File: src/rtl/calc_pkg.sv
// Shared op codes, FSM states and the inline ALU for the calculator sequencer.
package calc_pkg;

   localparam int CALC_MAXW = 64;

   localparam logic [2:0] OP_ADD = 3'd0;
   localparam logic [2:0] OP_SUB = 3'd1;
   localparam logic [2:0] OP_AND = 3'd2;
   localparam logic [2:0] OP_OR  = 3'd3;
   localparam logic [2:0] OP_XOR = 3'd4;
   localparam logic [2:0] OP_SLL = 3'd5;
   localparam logic [2:0] OP_SRA = 3'd6;
   localparam logic [2:0] OP_MUL = 3'd7;

   typedef enum logic [1:0] {S_IDLE, S_EXEC, S_WB} state_t;

   typedef struct packed {
      logic [CALC_MAXW-1:0] res;
      logic                 ovf;
   } alu_out_t;

   // Operands arrive sign-extended to CALC_MAXW; the caller keeps the low
   // WIDTH bits, and msb selects the WIDTH-bit sign position for overflow.
   function automatic alu_out_t calc_alu(input logic [2:0]           op,
                                         input logic [CALC_MAXW-1:0] a,
                                         input logic [CALC_MAXW-1:0] b,
                                         input logic [5:0]           sh,
                                         input logic [5:0]           msb);
      alu_out_t o;
      o.res = '0;
      o.ovf = 1'b0;
      case (op)
         OP_ADD: begin
            o.res = a + b;
            o.ovf = (a[msb] == b[msb]) && (o.res[msb] != a[msb]);
         end
         OP_SUB: begin
            o.res = a - b;
            o.ovf = (a[msb] != b[msb]) && (o.res[msb] != a[msb]);
         end
         OP_AND:  o.res = a & b;
         OP_OR:   o.res = a | b;
         OP_XOR:  o.res = a ^ b;
         OP_SLL:  o.res = a << sh;
         OP_SRA:  o.res = $signed(a) >>> sh;
         OP_MUL:  o.res = a * b;
         default: o.res = '0;
      endcase
      return o;
   endfunction

endpackage

File: src/rtl/calc_seq_if.sv
// Board-side bundle of the calculator: switches, raw buttons, LEDs and status.
interface calc_seq_if #(parameter int WIDTH = 16);
   logic [WIDTH-1:0] sw;
   logic             btnl;
   logic             btnc;
   logic             btnr;
   logic             btnd;
   logic             btnu;
   logic             btn_undo;
   logic [WIDTH-1:0] led;
   logic             ovf;
   logic             busy;

   modport master (output sw, btnl, btnc, btnr, btnd, btnu, btn_undo,
                   input  led, ovf, busy);
   modport slave  (input  sw, btnl, btnc, btnr, btnd, btnu, btn_undo,
                   output led, ovf, busy);
endinterface

File: src/rtl/btn_debounce.sv
// One raw button: 2-FF synchroniser, stable-level debouncer (down-counter,
// terminal count at zero) and a one-cycle pulse on the accepted rising edge.
module btn_debounce #(
   parameter int DEBOUNCE_CYCLES = 250000
) (
   input  logic clk,
   input  logic rst_n,
   input  logic i_btn,
   output logic o_pulse
);
   localparam int CW = (DEBOUNCE_CYCLES > 1) ? $clog2(DEBOUNCE_CYCLES) : 1;

   logic [1:0]    r_sync;
   logic          r_level;
   logic          r_level_d;
   logic [CW-1:0] r_cnt;

   // The counter is reloaded whenever the input agrees with the accepted level,
   // so any bounce restarts the full window.
   always_ff @(posedge clk or negedge rst_n) begin
      if (!rst_n) begin
         r_sync    <= '0;
         r_level   <= 1'b0;
         r_level_d <= 1'b0;
         r_cnt     <= '0;
      end else begin
         r_sync    <= {r_sync[0], i_btn};
         r_level_d <= r_level;
         if (r_sync[1] == r_level) begin
            r_cnt <= CW'(DEBOUNCE_CYCLES - 1);
         end else if (r_cnt == '0) begin
            r_level <= r_sync[1];
            r_cnt   <= CW'(DEBOUNCE_CYCLES - 1);
         end else begin
            r_cnt <= r_cnt - 1'b1;
         end
      end
   end

   assign o_pulse = r_level & ~r_level_d;
endmodule

File: src/rtl/calc_seq.sv
// Calculator datapath: debounced execute/clear/undo, 3-state execute FSM,
// sticky overflow. Optional undo history under `CALC_UNDO_EN.
//  state  | meaning
//  S_IDLE | waiting for execute / undo
//  S_EXEC | operands latched, ALU result being registered
//  S_WB   | result written to accumulator, old value pushed to history
module calc_seq
   import calc_pkg::*;
#(
   parameter int WIDTH           = 16,
   parameter int DEBOUNCE_CYCLES = 250000,
   parameter int HIST_DEPTH      = 8
) (
   input  logic       clk,
   input  logic       rst_n,
   calc_seq_if.slave  bus
);
   localparam int SHW = $clog2(WIDTH);

   state_t                  r_state, w_state_nx;
   logic [2:0]              r_op_s1, r_op_s2, r_op;
   logic signed [WIDTH-1:0] r_acc, r_a, r_b, r_res;
   logic                    r_res_ovf, r_ovf;
   logic                    w_exe_pulse, w_clr_pulse, w_undo_go, w_exe_go;
   logic                    w_busy, w_wb_en;
   logic signed [WIDTH-1:0] w_hist_top, w_sw;
   alu_out_t                w_alu;
   logic                    w_unused_alu;

   assign w_sw = bus.sw;

   btn_debounce #(.DEBOUNCE_CYCLES(DEBOUNCE_CYCLES)) u_db_exe (
      .clk(clk), .rst_n(rst_n), .i_btn(bus.btnd), .o_pulse(w_exe_pulse));
   btn_debounce #(.DEBOUNCE_CYCLES(DEBOUNCE_CYCLES)) u_db_clr (
      .clk(clk), .rst_n(rst_n), .i_btn(bus.btnu), .o_pulse(w_clr_pulse));

   assign w_exe_go = w_exe_pulse & ~w_clr_pulse & ~w_undo_go & (r_state == S_IDLE);

   always_ff @(posedge clk or negedge rst_n) begin
      if (!rst_n) r_state <= S_IDLE;
      else        r_state <= w_state_nx;
   end

   always_comb begin
      w_state_nx = r_state;
      if (w_clr_pulse) begin
         w_state_nx = S_IDLE;
      end else begin
         case (r_state)
            S_IDLE:  if (w_exe_go) w_state_nx = S_EXEC;
            S_EXEC:  w_state_nx = S_WB;
            S_WB:    w_state_nx = S_IDLE;
            default: w_state_nx = S_IDLE;
         endcase
      end
   end

   always_comb begin
      w_busy  = (r_state != S_IDLE);
      w_wb_en = (r_state == S_WB) & ~w_clr_pulse;
   end

   always_comb w_alu = calc_alu(r_op, CALC_MAXW'(r_a), CALC_MAXW'(r_b),
                                6'(r_b[SHW-1:0]), 6'(WIDTH - 1));
   assign w_unused_alu = ^w_alu.res;

   always_ff @(posedge clk or negedge rst_n) begin
      if (!rst_n) begin
         r_op_s1   <= '0;
         r_op_s2   <= '0;
         r_op      <= OP_ADD;
         r_a       <= '0;
         r_b       <= '0;
         r_res     <= '0;
         r_res_ovf <= 1'b0;
         r_acc     <= '0;
         r_ovf     <= 1'b0;
      end else begin
         r_op_s1 <= {bus.btnl, bus.btnc, bus.btnr};
         r_op_s2 <= r_op_s1;
         if (w_exe_go) begin
            r_op <= r_op_s2;
            r_a  <= r_acc;
            r_b  <= w_sw;
         end
         if (r_state == S_EXEC) begin
            r_res     <= w_alu.res[WIDTH-1:0];
            r_res_ovf <= w_alu.ovf;
         end
         if (w_clr_pulse) begin
            r_acc <= '0;
            r_ovf <= 1'b0;
         end else if (w_wb_en) begin
            r_acc <= r_res;
            if (r_res_ovf) r_ovf <= 1'b1;
         end else if (w_undo_go) begin
            r_acc <= w_hist_top;
         end
      end
   end

`ifdef CALC_UNDO_EN
   localparam int HW = $clog2(HIST_DEPTH);

   logic                    w_undo_pulse;
   logic signed [WIDTH-1:0] r_hist [HIST_DEPTH];
   logic [HW-1:0]           r_hptr;
   logic [HW:0]             r_hcnt;

   btn_debounce #(.DEBOUNCE_CYCLES(DEBOUNCE_CYCLES)) u_db_undo (
      .clk(clk), .rst_n(rst_n), .i_btn(bus.btn_undo), .o_pulse(w_undo_pulse));

   assign w_undo_go  = w_undo_pulse & ~w_clr_pulse & (r_state == S_IDLE) & (r_hcnt != '0);
   assign w_hist_top = r_hist[r_hptr - 1'b1];

   // Circular stack: r_hptr is the next write slot; a full push overwrites the oldest.
   always_ff @(posedge clk or negedge rst_n) begin
      if (!rst_n) begin
         for (int i = 0; i < HIST_DEPTH; i++) r_hist[i] <= '0;
         r_hptr <= '0;
         r_hcnt <= '0;
      end else if (w_clr_pulse) begin
         r_hptr <= '0;
         r_hcnt <= '0;
      end else if (w_wb_en) begin
         r_hist[r_hptr] <= r_acc;
         r_hptr         <= r_hptr + 1'b1;
         if (r_hcnt != (HW + 1)'(HIST_DEPTH)) r_hcnt <= r_hcnt + 1'b1;
      end else if (w_undo_go) begin
         r_hptr <= r_hptr - 1'b1;
         r_hcnt <= r_hcnt - 1'b1;
      end
   end
`else
   localparam int hist_depth_unused = HIST_DEPTH;
   logic w_unused_undo;
   assign w_unused_undo = bus.btn_undo;
   assign w_undo_go     = 1'b0;
   assign w_hist_top    = '0;
`endif

   assign bus.led  = r_acc;
   assign bus.ovf  = r_ovf;
   assign bus.busy = w_busy;
endmodule

File: src/flat_wrapper.sv
// flat-port wrapper written by rule: the top's interface ports become plain ports
module calc_seq_flat import calc_pkg::*;
#(
   parameter int WIDTH           = 16,
   parameter int DEBOUNCE_CYCLES = 250000,
   parameter int HIST_DEPTH      = 8
)
  (clk, rst_n, bus_sw, bus_btnl, bus_btnc, bus_btnr, bus_btnd, bus_btnu, bus_btn_undo, bus_led, bus_ovf, bus_busy);
  calc_seq_if #(.WIDTH(WIDTH)) bus_i ();
  input  logic clk;
  input  logic rst_n;
  input wire logic [$bits(bus_i.sw)-1:0] bus_sw;
  input wire logic [$bits(bus_i.btnl)-1:0] bus_btnl;
  input wire logic [$bits(bus_i.btnc)-1:0] bus_btnc;
  input wire logic [$bits(bus_i.btnr)-1:0] bus_btnr;
  input wire logic [$bits(bus_i.btnd)-1:0] bus_btnd;
  input wire logic [$bits(bus_i.btnu)-1:0] bus_btnu;
  input wire logic [$bits(bus_i.btn_undo)-1:0] bus_btn_undo;
  output wire logic [$bits(bus_i.led)-1:0] bus_led;
  output wire logic [$bits(bus_i.ovf)-1:0] bus_ovf;
  output wire logic [$bits(bus_i.busy)-1:0] bus_busy;
  assign bus_i.sw = bus_sw;
  assign bus_i.btnl = bus_btnl;
  assign bus_i.btnc = bus_btnc;
  assign bus_i.btnr = bus_btnr;
  assign bus_i.btnd = bus_btnd;
  assign bus_i.btnu = bus_btnu;
  assign bus_i.btn_undo = bus_btn_undo;
  assign bus_led = bus_i.led;
  assign bus_ovf = bus_i.ovf;
  assign bus_busy = bus_i.busy;
  calc_seq #(.WIDTH(WIDTH), .DEBOUNCE_CYCLES(DEBOUNCE_CYCLES), .HIST_DEPTH(HIST_DEPTH)) u_core (.clk(clk), .rst_n(rst_n), .bus(bus_i));
endmodule
File: config.mk
export PLATFORM = sky130hd
export DESIGN_NAME = calc_seq_flat
export DESIGN_NICKNAME = d
export VERILOG_FILES = /design/src/rtl/calc_pkg.sv /design/src/rtl/calc_seq_if.sv /design/src/rtl/btn_debounce.sv /design/src/rtl/calc_seq.sv /design/src/flat_wrapper.sv
export SDC_FILE = /design/constraint.sdc
export NUM_CORES = 1
export LEC_CHECK = 0
export CAP_MARGIN = 30
export CORE_ASPECT_RATIO = 1.4
export CORE_MARGIN = 8
export CORE_UTILIZATION = 45
export CTS_CLUSTER_DIAMETER = 200
export DETAILED_ROUTE_END_ITERATION = 8
export PLACE_DENSITY = 0.62
export SKIP_LAST_GASP = 1
export SYNTH_ARGS = -nofsm -noshare
export SYNTH_HDL_FRONTEND = slang
export SYNTH_SLANG_ARGS = --single-unit
File: constraint.sdc
create_clock -name clk -period 6.8 [get_ports clk]
set_input_delay 1.7 -clock clk [delete_from_list [all_inputs] [get_ports clk]]
set_output_delay 1.7 -clock clk [all_outputs]
set_load 0.05 [all_outputs]
* Yosys cells after proc, flatten, opt, wreduce, memory -nomap -nowiden
Cells that the tools add are included.
W data, S select, Z words.
** Word-level totals
- Bits in latches :: 0
- Bits in read-only memories :: 0
- Memories :: 0
- Logic and storage cells :: 80
- Output and inout port bits :: 18
- Bits in writable memories :: 0
- Flip-flop bits (word level) :: 121
- Input bits :: 24
** Operators by class
- $lt $le $gt $ge :: 0
- Multiply operators :: 1
- Bitwise operators :: 13
- Div/mod/pow operators :: 0
- Shifts and indexed selects :: 2
- Reductions and logical operators :: 12
- Mux-type cells :: 14
- $add $sub $neg :: 4
- Equality and inequality tests :: 16
** Operators by type and width (number)
- $pmux W16 S8 :: 1
- $mux W18 :: 4
- $shl A64 B4 Y16 :: 1
- $logic_not A18 Y1 :: 2
- $sub A18 B1 Y18 const B :: 2
- $mux W16 :: 2
- $add A16 B16 Y16 :: 1
- $and A16 B16 Y16 :: 1
- $mul A16 B16 Y16 :: 1
- $or A16 B16 Y16 :: 1
- $sshr A16 B4 Y16 :: 1
- $sub A16 B16 Y16 :: 1
- $xor A16 B16 Y16 :: 1
- $eq A3 B3 Y1 const B :: 4
- $eq A3 B2 Y1 const B :: 2
- $reduce_and A2 Y1 :: 3
- $reduce_bool A2 Y1 :: 3
- $and A1 B1 Y1 :: 5
- $not A1 Y1 :: 5
- $mux W2 :: 2
- $pmux W2 S2 :: 1
- $eq A1 B1 Y1 :: 3
- $eq A3 B1 Y1 const B :: 1
- $logic_not A3 Y1 :: 1
- 8 further kinds :: 13

* Depth between registers and ports, before layout
- Word-level depth :: 8
- Gate-level depth with buffers :: 26
- Depth with buffers taken out :: 23

* By module
Synthesis repeated with hierarchy kept, for this count alone.
** Unflattened totals
- Cell total of the unflattened synthesis :: 1511
- Area total of the unflattened synthesis :: 12672.2 um2
** By module, submodules not included
- calc_seq :: cells an instance 1321, seq. area each 1926.8 um2, area an instance 10607.7 um2, instances 1
- btn_debounce (u_core.u_db_clr) :: cells an instance 91, seq. area each 550.5 um2, area an instance 1034.7 um2, instances 1
- btn_debounce (u_core.u_db_exe) :: cells an instance 99, seq. area each 550.5 um2, area an instance 1029.7 um2, instances 1

* Least setup slack after synthesis
Ideal clock, no wire load.
- Path kind :: reg-to-reg
- Start :: register u_core.r_b[1]
- End :: register u_core.r_res[12]
- Clock period less this slack :: 6.252 ns
- Library setup time :: 0.103 ns
- Stages on the path, launching flop included :: 23
- Setup slack :: 0.548 ns
- Data required time :: 6.697 ns
- Buffers on the path :: 5
- Arrival :: 6.149 ns
- Cell sequence :: dfrtp_1 -> buf_2 -> buf_2 -> buf_2 -> buf_2 -> buf_1 -> nand2_1 -> fa_1 -> fa_1 -> fa_1 -> fa_1 -> inv_1 -> fa_1 -> inv_1 -> fa_1 -> inv_1 -> ha_1 -> a21o_1 -> a31oi_1 -> a311oi_1 -> o31ai_1 -> nor2_1 -> o41ai_2
** On the way
- Longest elaborated chain between the ends :: 2
- Elaborated cells on any way between the ends :: 6
- Those cells by class :: add/sub (2); mul (1); shift (2); mux (1)
** RTL lines
- start: declaration :: line calc_seq.sv:22 : logic signed [WIDTH-1:0] r_acc, r_a, r_b, r_res;
- start signal: assignment :: line calc_seq.sv:84 : r_b <= w_sw;
- $mul A16 B16 Y16, or another cell as far along :: line calc_pkg.sv:46 : OP_MUL: o.res = a * b;
- $pmux W16 S8 * :: line calc_pkg.sv:32 : case (op)
- end signal: assignment :: line calc_seq.sv:87 : r_res <= w_alu.res[WIDTH-1:0];
- end: declaration :: line calc_seq.sv:22
Mark *: on every way between the ends. The rest lies on a longest branch, timed or not.
A chain may end at the register's enable or synchronous reset.

* Worst setup path in the final report
- Start :: register u_core.r_a[6]
- End :: register u_core.r_res[14]
** On the way
- Longest elaborated chain between the ends :: 2
- Elaborated cells on any way between the ends :: 6
- Those cells by class :: add/sub (2); mul (1); shift (2); mux (1)
** RTL lines
- start: declaration :: line calc_seq.sv:22
- start signal: assignment :: line calc_seq.sv:83 : r_a <= r_acc;
- $mul A16 B16 Y16, or another cell as far along :: line calc_pkg.sv:46
- $pmux W16 S8 * :: line calc_pkg.sv:32
Marks and branches as above.

==> implementation parameters <==
Parameter                              Value

Status
  Status    finished clean

Timing
  Final worst path period share    93.7%
  Total count of max-transition violations in the final report    0
  FMAX    0.157 GHz
  Hold Vio Cnt, Final    0
  Fin crit period    ~6.4 ns
  RSZ-0062 raised after global routing    no
  Setup-failing EPs final    0
  Total negative slack    0 ns
  Final Skew    0.0193 ns
  Tightest hold margin    0.348 ns
  Slew of the pin with the lowest slew margin    0.930 ns
  Relative slew slack    37.7%

Worst setup path
  R2r worst-path depth    20
  Critical path class    flop to flop
  CP Data Arrival Time    roughly 6.7 ns
  Element type at the critical path end    flop
  Worst path required time    roughly 7.1 ns
  Internal reg-to-reg setup slack    0.43 ns
  Highest fanout seen on the critical path    14
  Worst setup SP type    flop

Synthesis
  Synth top area share    24.1%
  Synth cell count leaders    nand2_1, inv_1, nor2_1, dfrtp_1, ha_1
  Number of warnings printed during yosys synthesis    0
  Library cell with the highest instance count after synthesis    nand2_1
  Most area-hungry cell type in the Yosys netlist    dfrtp_1
  Per-instance average area after synthesis    8.27 sq um
  Asr flop ratio synth    100%
  Nets in the synthesized netlist    ~1,700
  Register bit total from synthesis    about 120
  Count of distinct cell types in the synthesized netlist    75
  Post-synthesis instance total    between 1,500 and 2,000
  Sequential area share after synthesis    24.1%
  Predominant post-synthesis flop cell    dfrtp_1
  Number of flops mapped to enable cells by yosys    0
  Mapped cell area    between 10,000 and 15,000 sq um
  Largest cells by area after synthesis    dfrtp_1, fa_1, ha_1, nand2_1, inv_1

Pwr
  Maximum vdd ir drop    0.205 mV
  Leakage power    roughly 6.4 nW
  Pwr/cell area    between 100 and 150 nW/um^2
  Overall power consumption    1.61 mW

Global route
  Global router's overall resource usage    24.0%
  Remaining global-route overflow    0
  Maximum number of pins on one net before global-route repair    67
  Number of global-route vias before repair    11,200
  Number of antenna violations at the first check in global routing    0
  Global-route wire length before repair    ~60 mm

Layout
  Syn-to-layout area delta    10.6%
  Final design area excluding fillers    around 14,000 sq um
  Nets    1,747
  Fraction of layout instances using a drive strength above 1    roughly 7.6%
  Number of fill cells in the layout    roughly 2,700
  Non-filler cells in the finished layout    1,913
  Diodes inserted    0

Place
  Dpl hpwl    30.6 mm
  Cell total after placement    1,882
  Port-buffer cells    40
  Area post-placement    13,300 sq um
  GPL Wtd Cong    1.00

Route
  Number of iterations in the first detailed-routing pass    5
  Wire length reported by the detailed router    39.3 mm
  WL per Instance    20.6 microns
  Remaining antenna violation count after routing    0
  Iter 0 DRT Violations    800
  Overall via count from detail_route    roughly 11,000
  Residual DRC    0
  Post-detailed-route via-to-cell ratio    between 5 and 6

CTS
  CTS buffer count    17
  Clk pin slew, worst setup/hold paths    0.06 ns
  Clock network latency to the later pin of the worst-skew pair    0.44 ns
  Clock tree from TritonCTS    yes
  Sinks on the clock net    121
  Post-cts hold buffer count    0
  Clk root buf    clkbuf_16
  CTS-repair resized insts    0
  Maximum buffer depth of the clock tree    2
  Total number of H-tree levels    4
  Post-CTS setup buffer count    0

Die
  Starting density of the core    45.5%
  Vertical die dimension    ~210 microns
  Width of the chip    157 microns
  Total die area    approximately 34,000 sq um
  Placeable core region    27,600 sq um
  Std-Cell Rows    a little over 70
  Top-level port count    42

Worst hold path
  Min-delay worst type    flop to flop
  WHS Path Cells    0

Run
  Max capacitance violation total    0
[power breakdown]
group | switching [mW] | internal (mW)
clock | 0.347 | 0.498
combinational | 0.0220 | 0.0149
sequential | 0.00374 | 0.726
[placed cells by master, fill, tap and decap left out, types with 8 or more instances in the layout]
| cell type | count |
|---|---|
| inv_1 | 179 |
| a21boi_0 | 8 |
| o22ai_1 | 11 |
| ha_1 | 111 |
| nand3_1 | 17 |
| a221oi_1 | 11 |
| a211oi_1 | 13 |
| o31ai_1 | 9 |
| or2_2 | 9 |
| fa_1 | 81 |
| nand2_1 | 225 |
| clkbuf_16 | 17 |
| nor2_1 | 165 |
| nand2b_1 | 10 |
| xnor2_1 | 58 |
| mux2i_1 | 13 |
| a21oi_1 | 74 |
| buf_4 | 36 |
| mux4_2 | 16 |
| or3_1 | 9 |
| nor4_1 | 13 |
| xor2_1 | 22 |
| dfrtp_1 | 120 |
| nor2b_1 | 9 |
| o21ai_0 | 97 |
| clkdlybuf4s50_1 | 39 |
| nor3_1 | 33 |
[per-stage QoR]
stage | setup slack (ns) | util (%)
2_1_floorplan | 0.548 | -
3_5_place_dp | 0.533 | 48.4
6_report | 0.426 | 50.3
5_1_grt | 0.179 | 50.3
4_1_cts | 0.503 | 50.3
3_3_place_gp | 0.577 | 48.4
[routing by layer]
layer | GRT usage, % | wire, microns | vias up
met1 | 26.9 | 15100 | 5333
li1 | - | - | 5074
met3 | 2.96 | 1940 | 122
met5 | 0 | 0 | -
met4 | 15.0 | 2470 | 0
met2 | 42.8 | 19800 | 393
[sequential cells by signal, summed over array words and instances (netlist names), 2 cells and up]
name,flops
u_core.r_op_s1,3
u_core.u_db_exe.r_sync,2
u_core.r_op,3
u_core.bus.led,16
u_core.r_b,16
u_core.r_a,16
u_core.u_db_clr.r_sync,2
u_core.r_res,16
u_core.r_op_s2,3
u_core.r_state,2
u_core.u_db_exe.r_cnt,18
u_core.u_db_clr.r_cnt,18
[critical path, cell delays in order (launching register included)]
cell,delay [ns]
dfrtp_1,0.76
inv_1,0.31
nor2_1,0.20
fa_1,0.43
inv_1,0.08
fa_1,0.43
fa_1,0.50
fa_1,0.54
inv_1,0.05
fa_1,0.47
inv_1,0.05
fa_1,0.47
inv_1,0.04
ha_1,0.37
a21o_1,0.20
a31oi_1,0.06
a311oi_1,0.47
o21ai_0,0.21
mux2i_1,0.19
a21oi_1,0.30
a21oi_1,0.12
[path summary, 6_finish.rpt]
path	start	endpoint
setup / recovery	u_core.r_a[6]	u_core.r_res[14]
hold / removal	u_core.r_op_s1[0]	u_core.r_op_s2[0]
setup reg to reg	u_core.r_a[6]	u_core.r_res[14]
hold reg to reg	u_core.r_op_s1[0]	u_core.r_op_s2[0]
max in group asynchronous	rst_n	u_core.r_op_s1[2]
min in group asynchronous	rst_n	u_core.r_a[9]
[final cells by class]
| class | instances | area (sq um) | share of cell area (%) |
|---|---|---|---|
| inverters | 188 | 706 | 5.09 |
| flip-flops and latches | 121 | 3030 | 21.8 |
| multi-input cells | 1128 | 8470 | 61.1 |
| clock inverters | 12 | 104 | 0.749 |
| repair buffers | 75 | 661 | 4.76 |
| well taps | 370 | 463 | 3.34 |
| clock buffers | 19 | 433 | 3.12 |
[cell families (layout without fill, tap and decap cells)]
| kind of cell | Yosys count | count (layout) | share of synthesized area (%) |
|---|---|---|---|
| compound gates | 297 | 297 | 15.1 |
| fa+ha+maj | 192 | 192 | 24.0 |
| simple gates | 522 | 522 | 18.1 |
| flops | 121 | 121 | 24.1 |
| buf+inv | 268 | 294 | 8.38 |
| mux | 37 | 37 | 4.66 |
| xor+xnor | 80 | 80 | 5.59 |
(Power assumes the default switching activity.)
